## config.mk

```make
export PLATFORM = sky130hd
export DESIGN_NAME = feature_fetch_ctrl
export DESIGN_NICKNAME = d
export VERILOG_FILES = /design/src/rtl/fetch_pkg.sv /design/src/rtl/fetch_fifo2.sv /design/src/rtl/feature_fetch_ctrl.sv
export SDC_FILE = /design/constraint.sdc
export NUM_CORES = 1
export LEC_CHECK = 0
export BUFFER_PORTS_ARGS = -buffer_cell sky130_fd_sc_hd__buf_2
export CORE_ASPECT_RATIO = 0.7
export CORE_UTILIZATION = 35
export CTS_CLUSTER_SIZE = 12
export DETAILED_ROUTE_END_ITERATION = 7
export PLACE_DENSITY = 0.55
export REMOVE_ABC_BUFFERS = 1
export SYNTH_ARGS = -nofsm -noshare
export SYNTH_HDL_FRONTEND = slang
export SYNTH_SLANG_ARGS = --single-unit
```

## constraint.sdc

```tcl
create_clock -name clk_i -period 3.1 [get_ports clk_i]
set_input_delay 0 -clock clk_i [delete_from_list [all_inputs] [get_ports clk_i]]
set_output_delay 0 -clock clk_i [all_outputs]
set_load 0.1 [all_outputs]
```

## src/rtl/fetch_pkg.sv

```systemverilog
// fetch_pkg: FSM state type and shared constants for feature_fetch_ctrl
package fetch_pkg;
    typedef enum logic [1:0] {
        ST_IDLE  = 2'd0,
        ST_FETCH = 2'd1,
        ST_DRAIN = 2'd2,
        ST_DONE  = 2'd3
    } state_e;
    localparam int FIFO_DEPTH = 2;
    localparam int STALL_W    = 16;
endpackage

```

## src/rtl/fetch_fifo2.sv

```systemverilog
// fetch_fifo2: two-entry FIFO whose output is driven straight from the head register
module fetch_fifo2 import fetch_pkg::*; #(
    parameter int WIDTH = 72
) (
    input  logic             clk_i,
    input  logic             rst_n_i,
    input  logic             push_i,
    input  logic             pop_i,
    input  logic [WIDTH-1:0] data_i,
    output logic [WIDTH-1:0] data_o,
    output logic             full_o,
    output logic             empty_o
);
    logic [WIDTH-1:0] head_q, head_d, tail_q, tail_d;
    logic [1:0]       cnt_q, cnt_d, slot;
    logic             push_ok, pop_ok;

    assign empty_o = cnt_q == 2'd0;
    assign full_o  = cnt_q == 2'(FIFO_DEPTH);
    assign data_o  = head_q;
    assign pop_ok  = pop_i & ~empty_o;
    assign push_ok = push_i & (~full_o | pop_ok);
    assign slot    = cnt_q - {1'b0, pop_ok};

    // shift tail into head on pop; a push lands in the first free slot after the pop
    always_comb begin
        head_d = pop_ok ? tail_q : head_q;
        tail_d = tail_q;
        cnt_d  = cnt_q + {1'b0, push_ok} - {1'b0, pop_ok};
        if (push_ok && slot == 2'd0) head_d = data_i;
        if (push_ok && slot == 2'd1) tail_d = data_i;
    end

    // storage and occupancy registers
    always_ff @(posedge clk_i or negedge rst_n_i) begin
        if (!rst_n_i) begin
            head_q <= '0;
            tail_q <= '0;
            cnt_q  <= '0;
        end else begin
            head_q <= head_d;
            tail_q <= tail_d;
            cnt_q  <= cnt_d;
        end
    end
endmodule

```

## src/rtl/feature_fetch_ctrl.sv

```systemverilog
// feature_fetch_ctrl: burst reader from a 1-cycle-latency memory into a ready/valid stream.
// Optional macro FETCH_STALL_CNT_EN adds stall_cnt_o, a saturating count of stalled cycles.
module feature_fetch_ctrl import fetch_pkg::*; #(
    parameter int MEMORY_WIDTH = 72,
    parameter int ADDRS_WIDTH  = 8
) (
    input  logic                    clk_i,
    input  logic                    rst_n_i,
    input  logic                    start_i,
    input  logic [ADDRS_WIDTH-1:0]  base_addrs_i,
    input  logic [ADDRS_WIDTH:0]    len_i,
    output logic [ADDRS_WIDTH-1:0]  addrs_mem_o,
    output logic                    rd_mem_ld_o,
    input  logic [MEMORY_WIDTH-1:0] mem_data_i,
    output logic [MEMORY_WIDTH-1:0] data_o,
    output logic                    valid_o,
    input  logic                    ready_i,
    output logic                    last_o,
    output logic                    busy_o,
    output logic                    done_o
`ifdef FETCH_STALL_CNT_EN
    ,
    output logic [STALL_W-1:0]      stall_cnt_o
`endif
);
    localparam logic [ADDRS_WIDTH:0] ONE = 1;

    state_e                 state_q, state_d;
    logic [ADDRS_WIDTH-1:0] addr_q, addr_d;
    logic [ADDRS_WIDTH:0]   rd_left_q, rd_left_d, xfer_left_q, xfer_left_d;
    logic                   inflight_q;
    logic                   fifo_full, fifo_empty, pop, issue;
    logic [1:0]             count;
    logic [2:0]             occ;

    fetch_fifo2 #(.WIDTH(MEMORY_WIDTH)) u_fifo (
        .clk_i   (clk_i),
        .rst_n_i (rst_n_i),
        .push_i  (inflight_q),
        .pop_i   (pop),
        .data_i  (mem_data_i),
        .data_o  (data_o),
        .full_o  (fifo_full),
        .empty_o (fifo_empty)
    );

    assign valid_o     = ~fifo_empty;
    assign pop         = valid_o & ready_i;
    assign count       = {fifo_full, ~fifo_full & ~fifo_empty};
    assign occ         = {1'b0, count} + {2'b0, inflight_q} - {2'b0, pop};
    assign issue       = state_q == ST_FETCH && rd_left_q != '0 && occ < 3'd2;
    assign rd_mem_ld_o = issue;
    assign addrs_mem_o = issue ? addr_q : '0;
    assign last_o      = valid_o && xfer_left_q == ONE;
    assign busy_o      = state_q != ST_IDLE;
    assign done_o      = state_q == ST_DONE;

    // burst sequencing: capture on start, count reads issued and words transferred
    always_comb begin
        state_d     = state_q;
        addr_d      = issue ? addr_q + ADDRS_WIDTH'(1) : addr_q;
        rd_left_d   = issue ? rd_left_q - ONE : rd_left_q;
        xfer_left_d = pop ? xfer_left_q - ONE : xfer_left_q;
        case (state_q)
            ST_IDLE: if (start_i) begin
                addr_d      = base_addrs_i;
                rd_left_d   = len_i;
                xfer_left_d = len_i;
                state_d     = len_i == '0 ? ST_DONE : ST_FETCH;
            end
            ST_FETCH: if (issue && rd_left_q == ONE) state_d = ST_DRAIN;
            ST_DRAIN: if (pop && xfer_left_q == ONE) state_d = ST_DONE;
            default:  state_d = ST_IDLE;
        endcase
    end

    // control state; the in-flight flag marks a read whose data arrives next cycle
    always_ff @(posedge clk_i or negedge rst_n_i) begin
        if (!rst_n_i) begin
            state_q     <= ST_IDLE;
            addr_q      <= '0;
            rd_left_q   <= '0;
            xfer_left_q <= '0;
            inflight_q  <= 1'b0;
        end else begin
            state_q     <= state_d;
            addr_q      <= addr_d;
            rd_left_q   <= rd_left_d;
            xfer_left_q <= xfer_left_d;
            inflight_q  <= issue;
        end
    end

`ifdef FETCH_STALL_CNT_EN
    logic [STALL_W-1:0] stall_q, stall_d;

    // cleared by a new burst, saturates at all-ones
    always_comb begin
        stall_d = stall_q;
        if (state_q == ST_IDLE && start_i) stall_d = '0;
        else if (valid_o && !ready_i && stall_q != '1) stall_d = stall_q + STALL_W'(1);
    end

    // stall counter register
    always_ff @(posedge clk_i or negedge rst_n_i) begin
        if (!rst_n_i) stall_q <= '0;
        else          stall_q <= stall_d;
    end

    assign stall_cnt_o = stall_q;
`endif
endmodule

```

== Yosys cells after proc, flatten, opt, wreduce, memory -nomap -nowiden ==
Index checks and enable logic that the tools add are counted.
Word-level totals
  register bits: 175
  latch bits: 0
  bits in writable memories: 0
  bits in read-only memories: 0
  input port bits: 93
  output and inout port bits: 85
  logic and storage cells: 66
  memories: 0
Cells by class
  add/subtract/negate cells: 8
  multipliers: 0
  div/mod/pow operators: 0
  order comparisons: 1
  eq/ne operators: 10
  shifts and indexed selects: 0
  mux-type cells: 17
  bitwise operators: 7
  reductions and logical operators: 15
Operators by type and width (count)
  $mux 72: 2
  $mux 9: 6
  $mux 8: 4
  $eq 9x1->1 const B: 2
  $sub 9x1->9 const B: 2
  $logic_not 9->1: 1
  $reduce_bool 9->1: 1
  $add 8x1->8 const B: 1
  $mux 2: 4
  $logic_and 1x1->1: 7
  $eq 2x2->1 const B: 3
  $logic_not 2->1: 3
  $pmux 2 s3: 1
  $and 1x1->1: 4
  $eq 2x1->1 const B: 2
  $ne 2x2->1 const B: 2
  $reduce_bool 2->1: 2
  $sub 2x1->2: 2
  $add 2x1->3: 1
  $lt 3x2->1 const B: 1
  $reduce_and 3->1: 1
  $sub 3x1->3: 1
  $add 2x1->2: 1
  $ne 2x1->1 const B: 1
  2 further kinds: 3

== Depth between registers and ports, before layout ==
  word-level depth: 10
  gate-level depth with buffers: 11
  mapped depth without buffers: 9

== Modules after synthesis ==
A second synthesis with hierarchy kept.
Second synthesis, totals
  cells, all modules: 607
  area, all modules: 8271.7 um^2
By module, submodules not included
  fetch_fifo2: times used 1, cells an instance 402, area each 6398.6 um^2, seq. area each 3653.5 um^2
  feature_fetch_ctrl: times used 1, cells an instance 205, area each 1873.0 um^2, seq. area each 725.7 um^2

== Worst setup path before layout ==
OpenSTA, ideal clock, no wires.
  kind: reg-to-reg
  start: register u_fifo.cnt_q[1]
  end: register rd_left_q[2]
  library setup time: 0.210 ns
  data arrival time: 3.020 ns
  required time: 2.890 ns
  slack: -0.130 ns
  cell stages (with the launch flop): 11
  path buffers: 2
  clock period less this slack: 3.230 ns
  cell sequence: dfrtp_1 -> buf_2 -> nand3_1 -> o21ai_0 -> and2_1 -> ha_1 -> nor2b_1 -> nand2_1 -> buf_2 -> nor2_1 -> a311oi_1
Between the ends
  cells in the longest elaborated chain, start to end: 10
  elaborated cells between the ends (all ways): 13
  those cells by class: add/sub: 2; order compare: 1; eq/ne: 1; mux: 3; bitwise: 4; reduce/logical: 2
Ends and longest elaborated chain
  from (decl): RTL line fetch_fifo2.sv:15  | logic [1:0] cnt_q, cnt_d, slot;
  from (signal assigned): RTL line fetch_fifo2.sv:43  | cnt_q <= cnt_d;
  $eq 2x2->1 or $logic_not 2->1 (tied branches): RTL line fetch_fifo2.sv:19, fetch_fifo2.sv:18
  $not 1->1, on equally long branches: RTL line feature_fetch_ctrl.sv:49, feature_fetch_ctrl.sv:47
  $and 1x1->1: RTL line feature_fetch_ctrl.sv:49  | assign count = {fifo_full, ~fifo_full & ~fifo_empty};
  $add 2x1->3: RTL line feature_fetch_ctrl.sv:50  | assign occ = {1'b0, count} + {2'b0, inflight_q} - {2'b0, pop};
  $sub 3x1->3 *: RTL line feature_fetch_ctrl.sv:50
  $lt 3x2->1 *: RTL line feature_fetch_ctrl.sv:51  | assign issue = state_q == ST_FETCH && rd_left_q != '0 && occ < 3'd2;
  $logic_and 1x1->1 *: RTL line feature_fetch_ctrl.sv:51
  named net rd_mem_ld_o: RTL line feature_fetch_ctrl.sv:13  | output logic rd_mem_ld_o,
  $mux 9 *: RTL line feature_fetch_ctrl.sv:62  | rd_left_d = issue ? rd_left_q - ONE : rd_left_q;
  $mux 9: RTL line feature_fetch_ctrl.sv:65  | ST_IDLE: if (start_i) begin
  $mux 9 *: RTL line feature_fetch_ctrl.sv:64  | case (state_q)
  named net rd_left_d[2]: RTL line feature_fetch_ctrl.sv:30  | logic [ADDRS_WIDTH:0] rd_left_q, rd_left_d, xfer_left_q, xfer_left_d;
  to (signal assigned): RTL line feature_fetch_ctrl.sv:88  | rd_left_q <= rd_left_d;
  to (decl): RTL line feature_fetch_ctrl.sv:30
The timed path passes the listed nets; every way through them passes the cells marked *.
A chain may end at the register's enable or synchronous reset.

== Final worst setup path ==
  start: register u_fifo.cnt_q[0]
  end: output rd_mem_ld_o
Between the ends
  cells in the longest elaborated chain, start to end: 7
  elaborated cells between the ends (all ways): 10
  those cells by class: add/sub: 2; order compare: 1; eq/ne: 1; bitwise: 4; reduce/logical: 2
Ends and longest elaborated chain (RTL line)
  $eq 2x2->1 or $logic_not 2->1 (tied branches): fetch_fifo2.sv:19, fetch_fifo2.sv:18
  $not 1->1, on equally long branches: feature_fetch_ctrl.sv:49, feature_fetch_ctrl.sv:47
  $and 1x1->1: feature_fetch_ctrl.sv:49
  $add 2x1->3: feature_fetch_ctrl.sv:50
  $sub 3x1->3 *: feature_fetch_ctrl.sv:50
  $lt 3x2->1 *: feature_fetch_ctrl.sv:51
  $logic_and 1x1->1 *: feature_fetch_ctrl.sv:51
  to (decl): feature_fetch_ctrl.sv:13
Mark *: on every way between the ends. The rest lies on a longest branch, timed or not.

==> summary.txt <==
status = finished, final reports clean
Gate Count Post-Synth = 772
Post-DRT Antenna Nets = 0
Avg WL per Cell = 15.4 um
FP Rows = 45
Fmax achieved = 353 MHz
synth unique cells = 52
worst-path cell chain = inv_1 > nand3_1 > o21ai_0 > and2_1 > ha_1 > nor2b_1 > nand2_1 > buf_4 > nor2_1 > buf_2
post-DR vias/cell = 4.92
worst reg-to-reg path cell count = 10
minimum clock period = 2.84 ns
most frequent cells in the layout = buf_2, dfrtp_1, nand2_1
CTS tree = done
Worst Path Max Fanout = 21
Slew Viols, Final = 0
Setup crit end kind = output port
Hold-fix buffers, CTS = 90
clk slew on worst S/H paths = 0.07 ns
CTS Root Cell = clkbuf_16
worst setup margin = 0.263 ns
Die Wd = 182 um
# port buffers = 177
core area = 0.0220 sq mm
Syn Area/Cell = 10.3 sq um
die area = 0.0233 sq mm
cts bufs inserted = 17
async set-reset flop share out of synthesis = 100%
Clk Latency, worst-skew pair = 0.42 ns
postcts setup bufs = 0
P&R area growth vs syn = 34.1%
initial core utilization = 36.1%
chip height = 128 um
num ports = 178
Yosys reg bits = 175
# setup viols final = 0
synthesized cell area = 0.00793 sq mm
vias in the first global route = 6185
gp weighted congestion = 0.768
Final Hold Viols = 0
Crit. Startpoint = u_fifo.cnt_q[0]
CP Class = reg2out
PostCTS Resize Cnt = 0
largest net degree at the start of global routing = 85
CP required = 3.10 ns
Top FF cell, synth = dfrtp_1
sequential fraction of the synthesis area = 55.2%
Slew @ Worst Pin = 0.962 ns
Crit path arrival time = 2.84 ns
layout cells sized above 1 = 29.1%
placed wire-length estimate = 12500 um
Setup WS pre-CTS = 0.684 ns
Routed WL = 20300 um
Slowest-stage cell, CP = buf_2
Critical Path Max Stage Delay = 0.48 ns
fin nets = 1127
clk_skew = 0.00804 ns
via count = 6477
Clock H-tree levels = 4
DRC viols = 0
CTS sink count = 175
Total Routing Usage GR = 18.0%
RSZ-0062 raised after global routing = no
MaxCap Viol Count = 0
Synth warnings = 0
Max Root-Sink Buffers = 2
end point of the critical path = rd_mem_ld_o
initial antenna violation count = 0
first-pass GRT wire length = 32900 um
Min-Delay Path Class = in2async
worst r2r dst = rd_left_q[5]
Critical Path Source Type = register
reg2reg start = u_fifo.cnt_q[0]
ratio of final minimum period to clock period = 91.5%
Ant. Diodes = 0
EDFF count, synth = 0
r2r setup slk = 0.63 ns
slew margin rel. = 35.9%
GRT Residual Overflow = 0
DR pass1 iterations = 5
commonest non-fill, non-tap cell in the layout = buf_2
starting DRC count in detailed routing = 376
cell usage after synthesis, drive strengths merged (5+ instances only):
master	n	share of area, %
a21oi	9	0.57
a31oi	86	6.8
and3	10	0.79
buf	25	2.0
clkbuf	25	1.2
dfrtp	175	55
ha	13	2.1
inv	12	0.57
mux2	73	10
nand2	154	7.3
nand3	11	0.69
nand4	5	0.39
nor2	98	4.7
o21ai	9	0.57
o31ai	9	0.85
or4	8	0.76
xor2	6	0.66
worst max-delay path: cells and delay by family, from the launching register on:
| family | cells | cell delay, ns |
|---|---|---|
| fa+ha+maj | 1 | 0.29 |
| flops | 1 | 0.47 |
| simple gates | 5 | 0.79 |
| compound gates | 1 | 0.07 |
| buf+inv | 3 | 0.79 |
worst min-delay path by stage:
stage,from,end,cells after the start
after floorplan,rst_n_i,addr_q[0],0
after global placement,rst_n_i,u_fifo.data_o[19],1
after detailed placement,rst_n_i,u_fifo.data_o[58],1
after CTS,ready_i,u_fifo.cnt_q[0],4
after global routing,ready_i,u_fifo.cnt_q[0],4
final,rst_n_i,u_fifo.data_o[58],2
through the flow:
stage	hold WS, ns	area [sq um]	std cells	utilization (%)	TNS [ns]
finish	0.0950	10600	1316	48.4	0
global route	0.0884	10600	1316	48.4	0
CTS	0.0690	10600	1316	48.4	0
detailed placement	-0.00153	9100	1194	41.4	0
global placement	0.000808	9100	1194	41.4	0
floorplan	-0.296	7680	722	-	-701.40
cells by family after synthesis:
group,share of synthesized area (%)
compound gates,10.2
xor+xnor,0.994
fa+ha+maj,2.05
buf+inv,3.72
mux,10.5
simple gates,17.3
flops,55.2
per-layer routing:
metal / GRT usage (%) / vias up / wire (um)
li1: - / 3197 / -
met1: 26.5 / 3107 / 10600
met2: 25.6 / 164 / 8380
met3: 5.43 / 9 / 1200
met4: 4.30 / 0 / 111
met5: 0 / - / 0
layout make-up:
type | count | area (sq um)
clock inverter | 12 | 190
multi-input combinational | 535 | 3280
inverter | 12 | 45.0
tap | 282 | 353
clock buffer | 20 | 447
timing repair buffer | 280 | 1940
fill | 2052 | 11300
sequential | 175 | 4380
state kept, by name, indices dropped and copies added, names as in the netlist:
register       count
addr_q             8
inflight_q         1
rd_left_q          9
state_q            2
u_fifo.cnt_q       2
u_fifo.data_o     72
u_fifo.tail_q     72
xfer_left_q        9
Power is not shown: default switching activity piles up to over one toggle a cycle in this logic, so the estimate is an artifact.
